**config.mk**
```make
export PLATFORM = sky130hd
export DESIGN_NAME = serial_adder
export DESIGN_NICKNAME = d
export VERILOG_FILES = /design/src/rtl/serial_adder.sv
export SDC_FILE = /design/constraint.sdc
export NUM_CORES = 1
export LEC_CHECK = 0
export CORE_ASPECT_RATIO = 1.1
export CORE_MARGIN = 5
export CORE_UTILIZATION = 55
export CTS_CLUSTER_SIZE = 28
export DETAILED_ROUTE_END_ITERATION = 16
export DONT_BUFFER_PORTS = 1
export PLACE_DENSITY = 0.76
export SLEW_MARGIN = 15
export SYNTH_ARGS = -nofsm -noshare
export SYNTH_HDL_FRONTEND = slang
export SYNTH_SLANG_ARGS = --single-unit
```
**constraint.sdc**
```tcl
create_clock -name iClk -period 1.5 [get_ports iClk]
set_clock_uncertainty 0.2 [all_clocks]
set_input_delay 0.075 -clock iClk [delete_from_list [all_inputs] [get_ports iClk]]
set_output_delay 0.075 -clock iClk [all_outputs]
set_load 0.05 [all_outputs]
```
**src/rtl/serial_adder.sv**
```systemverilog
// Bit-serial WIDTH-bit adder: streams operands LSB-first through one full_adder cell.
// Optional signed-overflow output oOvf is built when SERIAL_ADD_OVF_EN is defined.

module full_adder (
  input  logic iA,
  input  logic iB,
  input  logic iCin,
  output logic oSum,
  output logic oCout
);

  assign oSum  = iA ^ iB ^ iCin;
  assign oCout = (iA & iB) | (iA & iCin) | (iB & iCin);

endmodule

// Handshake: iStart is a request accepted only on an edge where oBusy is low
// (IDLE); while oBusy is high, requests are dropped, not queued. oDone pulses
// for exactly one cycle when oSum/oCout carry the new result.
module serial_adder #(
  parameter int WIDTH = 8
) (
  input  logic             iClk,
  input  logic             iRst_n,
  input  logic             iStart,
  input  logic [WIDTH-1:0] iA,
  input  logic [WIDTH-1:0] iB,
  input  logic             iCin,
  output logic             oBusy,
  output logic             oDone,
  output logic [WIDTH-1:0] oSum,
  output logic             oCout,
`ifdef SERIAL_ADD_OVF_EN
  output logic             oOvf,
`endif
  output logic [1:0]       oState
);

  localparam int CW = (WIDTH > 1) ? $clog2(WIDTH) : 1;

  typedef enum logic [1:0] {
    IDLE = 2'd0,
    RUN  = 2'd1,
    DONE = 2'd2
  } state_t;

  state_t state, stateNext;

  logic [WIDTH-1:0] rA;
  logic [WIDTH-1:0] rB;
  logic [WIDTH-1:0] rPart;
  logic             carry;
  logic [CW-1:0]    cnt;

  logic             faSum;
  logic             faCout;
  logic             lastBit;
  logic [WIDTH:0]   partExt;
  logic [WIDTH-1:0] partNext;

  full_adder uCell (
    .iA   (rA[0]),
    .iB   (rB[0]),
    .iCin (carry),
    .oSum (faSum),
    .oCout(faCout)
  );

  // New sum bit enters at the MSB so after WIDTH shifts bit 0 sits at the LSB.
  assign partExt  = {faSum, rPart};
  assign partNext = partExt[WIDTH:1];
  assign lastBit  = (cnt == CW'(WIDTH - 1));

  always_ff @(posedge iClk) begin
    if (!iRst_n) begin
      state <= IDLE;
    end else begin
      state <= stateNext;
    end
  end

  always_comb begin
    stateNext = state;
    case (state)
      IDLE:    if (iStart) stateNext = RUN;
      RUN:     if (lastBit) stateNext = DONE;
      DONE:    stateNext = IDLE;
      default: stateNext = IDLE;
    endcase
  end

  always_ff @(posedge iClk) begin
    if (!iRst_n) begin
      rA    <= '0;
      rB    <= '0;
      rPart <= '0;
      carry <= 1'b0;
      cnt   <= '0;
      oSum  <= '0;
      oCout <= 1'b0;
      oDone <= 1'b0;
    end else begin
      case (state)
        IDLE: begin
          if (iStart) begin
            rA    <= iA;
            rB    <= iB;
            carry <= iCin;
            rPart <= '0;
            cnt   <= '0;
          end
        end
        RUN: begin
          rA    <= rA >> 1;
          rB    <= rB >> 1;
          rPart <= partNext;
          carry <= faCout;
          cnt   <= cnt + CW'(1);
          if (lastBit) begin
            oSum  <= partNext;
            oCout <= faCout;
            oDone <= 1'b1;
          end
        end
        DONE: begin
          oDone <= 1'b0;
        end
        default: begin
          oDone <= 1'b0;
        end
      endcase
    end
  end

`ifdef SERIAL_ADD_OVF_EN
  // On the final bit, carry holds the carry into the MSB and faCout the carry out.
  always_ff @(posedge iClk) begin
    if (!iRst_n) begin
      oOvf <= 1'b0;
    end else if (state == RUN && lastBit) begin
      oOvf <= carry ^ faCout;
    end
  end
`endif

  assign oBusy  = (state != IDLE);
  assign oState = state;

endmodule

```
### Yosys cells after proc, flatten, opt, wreduce, memory -nomap -nowiden

Index checks and enable logic that the tools add are counted.

* register bits: 40
* bits in latches: 0
* memory bits (writable): 0
* bits in read-only memories: 0
* bits of input ports: 20
* output and inout port bits: 13
* word-level logic and storage cells: 44
* memories kept: 0

* add/subtract/negate cells: 1
* multipliers: 0
* div/mod/pow operators: 0
* magnitude comparators: 0
* equal/unequal tests: 4
* shifts and indexed selects: 0
* multiplexer cells: 15
* bitwise gates (word level): 8
* reduce and logical (&&, ||, !) cells: 7

Operators by type and width (number)
* 8-bit case mux with 2 select lines: 3
* 8-bit 2-to-1 mux: 3
* 2-bit AND reduction: 4
* 3-bit case mux with 2 select lines: 1
* 2-bit 2-to-1 mux: 2
* 2-bit != test, second input constant: 2
* 1-bit case mux with 2 select lines: 2
* 2-bit case mux with 2 select lines: 1
* 2-bit nonzero test: 2
* 3-bit by 1-bit adder with 3-bit output, second input constant: 1
* 1-bit bitwise AND: 3
* 3-bit equality test, second input constant: 1
* 3-bit 2-to-1 mux: 1
* 2-bit by 1-bit equality test with 1-bit output, second input constant: 1
* 2-bit logical NOT: 1
* 1-bit 2-to-1 mux: 2
* 1-bit OR: 2
* 1-bit bitwise XOR: 2
* 1-bit inverter: 1

### Logic depth before layout (Yosys ltp)

* depth in word-level cells: 4
* gate-level depth with buffers: 6
* mapped depth without buffers: 5

### Hierarchy

A second synthesis with hierarchy kept.

* cell total of the unflattened synthesis: 167
* area, all modules: 1646.6 um^2

Modules (own cells, without submodules)
* serial_adder: instances 1, cells an instance 166, area each 1626.6 um^2, sequential area each 780.7 um^2
* full_adder: instances 1, cells an instance 1, area each 20.0 um^2, sequential area each 0.0 um^2

### Least setup slack after synthesis

OpenSTA, ideal clock, no wires.

* path type: reg-to-reg
* from: reg state[0] (netlist: oState[0])
* to: reg carry
* library setup time: 117 ps
* data arrival time: 1495 ps
* required time: 1183 ps
* setup slack: -312 ps
* cell stages (with the launch flop): 7
* path buffers: 3
* clock period less this slack: 1812 ps
* path through: dfxtp_1 > buf_6 > or3b_1 > buf_6 > buf_12 > o221ai_2 > nor2_1

* word-level cells in the longest chain between the ends: 3
* elaborated cells between the ends (all ways): 6
* those cells by class: 2 x eq/ne; 1 x mux; 3 x reduce/logical

Ends and longest elaborated chain
* start, declared: RTL line 47 `state_t state, stateNext;`
* start signal, assigned: RTL line 78 `state <= stateNext;`
* 2-bit by 1-bit equality test with 1-bit output / 2-bit logical NOT (equally long branches): RTL line 103 `case (state)`
* 2-bit nonzero test (no source line) / 2-bit != test (equally long branches)
* 2-bit AND reduction (no source line)
* end signal, assigned: RTL line 108 `carry <= iCin;`
* end signal, assigned: RTL line 117 `carry <= faCout;`
* end, declared: RTL line 52 `logic carry;`

Several ways; a longest one is shown, not always the timed one.
A chain may end at the register's enable or synchronous reset.

### Worst setup path after layout

* from: reg state[1] (netlist: oState[1])
* to: reg rB[7]

* word-level cells in the longest chain between the ends: 3
* elaborated cells between the ends (all ways): 6
* those cells by class: 2 x eq/ne; 1 x mux; 3 x reduce/logical

Ends and longest elaborated chain
* 2-bit by 1-bit equality test with 1-bit output / 2-bit logical NOT (equally long branches): RTL line 103
* 2-bit nonzero test (no source line) / 2-bit != test (equally long branches)
* 2-bit AND reduction (no source line)
* end signal, assigned: RTL line 107 `rB <= iB;`
* end signal, assigned: RTL line 115 `rB <= rB >> 1;`
* end, declared: RTL line 50 `logic [WIDTH-1:0] rB;`

Several ways; a longest one is shown, not always the timed one.

==> out/summary.txt <==
Status -> finished, violations left
Violated checks -> negative setup slack
DR pass1 iterations -> 4
Max_cap viols -> 0
Dpl cells -> 204
Place WS -> -0.115 ns
Routed Antenna Nets -> 0
H-Tree Level Count -> 2
Fillers -> 167
Clk sinks -> 39
Pleak -> 0.831 nW
Die X -> 62.0 µm
Final Cycle Share -> 1.03
Kind of critical path -> reg2reg
Commonest non-fill, non-tap cells in the layout -> 36 x dfxtp_1, 29 x nor2_1, 20 x dlygate4sd3_1
Nets@finish -> 226
Starting DRC count in detailed routing -> 36
Worst Setup Start Kind -> register
Unrepaired setup endpoints after global routing -> yes
Sequential fraction of the synthesis area -> 0.477
Die Ht -> 67.2 µm
Vias per inst -> 5.94
Initial antenna violation count -> 0
Most Crowded Layer GR -> met2
Met1 Use GR -> 0.246
Crit-path slowest cell -> dfxtp_4
WL/cell -> 17.6 µm
WP buf/inv -> 1
Fmax -> 647 MHz
# IOs -> 33
Post-layout util -> 0.780
Worst Path Arrival -> 1.62 ns
Worst-margin pin slew -> 0.522 ns
Clk buf depth -> 2
Crit path cell chain -> buf_4 > nor3b_1 > a22oi_1 > nor2b_1
Post-Place Cell Area -> 0.00175 mm²
Critical Path Start -> oState[1]
Synth Cell Area -> 0.00164 mm²
Gpl congestion -> 0.689
CP Data Required Time -> 1.57 ns
Most common cell after layout, fill and taps aside -> dfxtp_1
Met2 usage -> 0.343
Final Hold Fails -> 0
Final non-filler cell total -> 237
TritonCTS clock tree -> yes
PD cells -> 900 mW/mm²
Pins Over Slew Limit -> 0
CORE AREA -> 0.00280 mm²
Hold path startpoint -> iStart
Max transition margin -> 0.652
Post-synth cell types -> 26
Share of cells above drive strength 1 -> 0.275
Die Area -> 0.00417 mm²
Routed WL -> 4170 µm
Crit Path Max Fanout -> 5
Synth Warn # -> 0
Synth Net Count -> 189
Final setup fails -> 6
Fin crit period -> 1.55 ns
Final instance area -> 0.00219 mm²
Reg2reg start -> oState[1]
CTS buffer count -> 5
Congestion Overflow GR -> 0
Clk_lat worst skew -> 0.34 ns
Clock root cell -> clkbuf_4
Pin count of the biggest net entering global routing -> 40
Area Growth Syn to Fin -> 33.6%
DP HPWL -> 2210 µm
Port Buffers -> 0
Final worst setup slack -> -0.0452 ns
GRT Total Usage -> 0.209
Cell family with most CP delay -> simple AND/OR/NAND/NOR gates
Std-Cell Rows -> 20
Mapped Cells -> 166
Antenna diodes -> 0
Starting Density -> 0.584
First-pass GRT wire length -> 6330 µm
HP Class -> in2reg
# DRC -> 0
Met3 Track Usage GR -> 0.0421
Crit-path max cell delay -> 0.38 ns
CP Capture Type -> register
Seq cells post-synth -> 39
Worst VDD drop -> 0.809 mV
Vias in the first global route -> 1320
Synthesized area per cell -> 9.86 µm²
Worst-path clk slew -> 0.11 ns
Vias -> 1408
## report_power, final
part | total [W] | internal, W | leakage, nW | switching, W
Sequential | 0.00112 | 0.00108 | 0.321 | 0.0000428
Clock | 0.000517 | 0.000183 | 0.0293 | 0.000334
Combinational | 0.000326 | 0.000161 | 0.481 | 0.000165
Total | 0.00197 | 0.00143 | 0.831 | 0.000541
## registers in the layout, indices dropped and copies added (netlist names)
name	cells
rB	8
oCout	1
cnt	3
rPart	7
carry	1
oDone	1
oSum	8
rA	8
oState	2
## logic make-up (layout without fill, tap and decap cells)
group,count (synthesis),in the layout,synth area share
multiplexers,1,1,0.00612
adder cells (fa/ha/maj),3,3,0.0275
flip-flops,39,39,0.477
AND/OR/NAND/NOR,69,69,0.200
AO/OA/AOI/OAI,39,39,0.232
buffers and inverters,15,53,0.0581
## worst reg2reg max path, cell delays in order, from the launching register on
cell,delay (ns)
dfxtp_4,0.38
buf_4,0.15
nor3b_1,0.36
a22oi_1,0.20
nor2b_1,0.19
## cell type report
cell class              instances  area, µm²  share of cell area
flip-flops and latches         39        790               0.361
inverters                       1       3.75             0.00172
multi-input cells             112        855               0.391
well taps                      33       41.3              0.0189
repair buffers                 44        447               0.204
clock inverters                 1       5.00             0.00229
clock buffers                   7       45.0              0.0206
## layer usage
metal  wire [µm]  up-vias
li1            -      665
met1        1510      668
met2        2250       52
met3         212       23
met4         198        0
met5           0        -
## final timing paths
path	end	slack (ns)	cells after the start
worst max register to register	rB[7]	-0.05	4
worst max-delay path	rB[7]	-0.05	4
worst min-delay path	rA[1]	0.13	4
worst min register to register	oCout	0.26	2
## cells in the mapped netlist
| library cell | n | area [µm²] |
|---|---|---|
| a21boi_0 | 10 | 75.1 |
| a22oi_1 | 11 | 82.6 |
| and3_1 | 1 | 6.26 |
| buf_12 | 1 | 20.0 |
| buf_2 | 6 | 30.0 |
| buf_6 | 2 | 22.5 |
| clkbuf_1 | 5 | 18.8 |
| dfxtp_1 | 39 | 781 |
| fa_1 | 1 | 20.0 |
| ha_1 | 2 | 25.0 |
| inv_1 | 1 | 3.75 |
| mux2i_1 | 1 | 10.0 |
| nand2_1 | 10 | 37.5 |
| nand2b_1 | 2 | 12.5 |
| nand3_1 | 9 | 45.0 |
| nand3b_1 | 1 | 7.51 |
| nor2_1 | 30 | 113 |
| nor2b_1 | 12 | 75.1 |
| nor3b_1 | 2 | 15.0 |
| o211a_1 | 1 | 10.0 |
| o21ba_2 | 1 | 10.0 |
| o21bai_1 | 1 | 7.51 |
| o221ai_1 | 5 | 43.8 |
| o221ai_2 | 10 | 150 |
| or2_2 | 1 | 6.26 |
| or3b_1 | 1 | 8.76 |
## what timing repair did
action                                  in CTS  in global routing
endpoints found under the setup margin      24                 25
hold endpoints to repair                    39                 13
cloned                                       0                  2
pin swaps                                    0                  7
buffers inserted                             0                  2
hold buffers                                20                  1
gates resized for setup                     13                 21
## metrics by stage
stage	power, W	hold WS [ns]	TNS (ns)
2_1_floorplan	0.00132	0.0531	-1.86
3_3_place_gp	0.00132	0.000497	-0.0644
3_5_place_dp	0.00133	0.00392	-0.909
4_1_cts	0.00191	0.00418	0
5_1_grt	0.00206	0.147	-0.392
6_report	0.00197	0.134	-0.109
No activity file was read; power rests on OpenSTA's default activity.
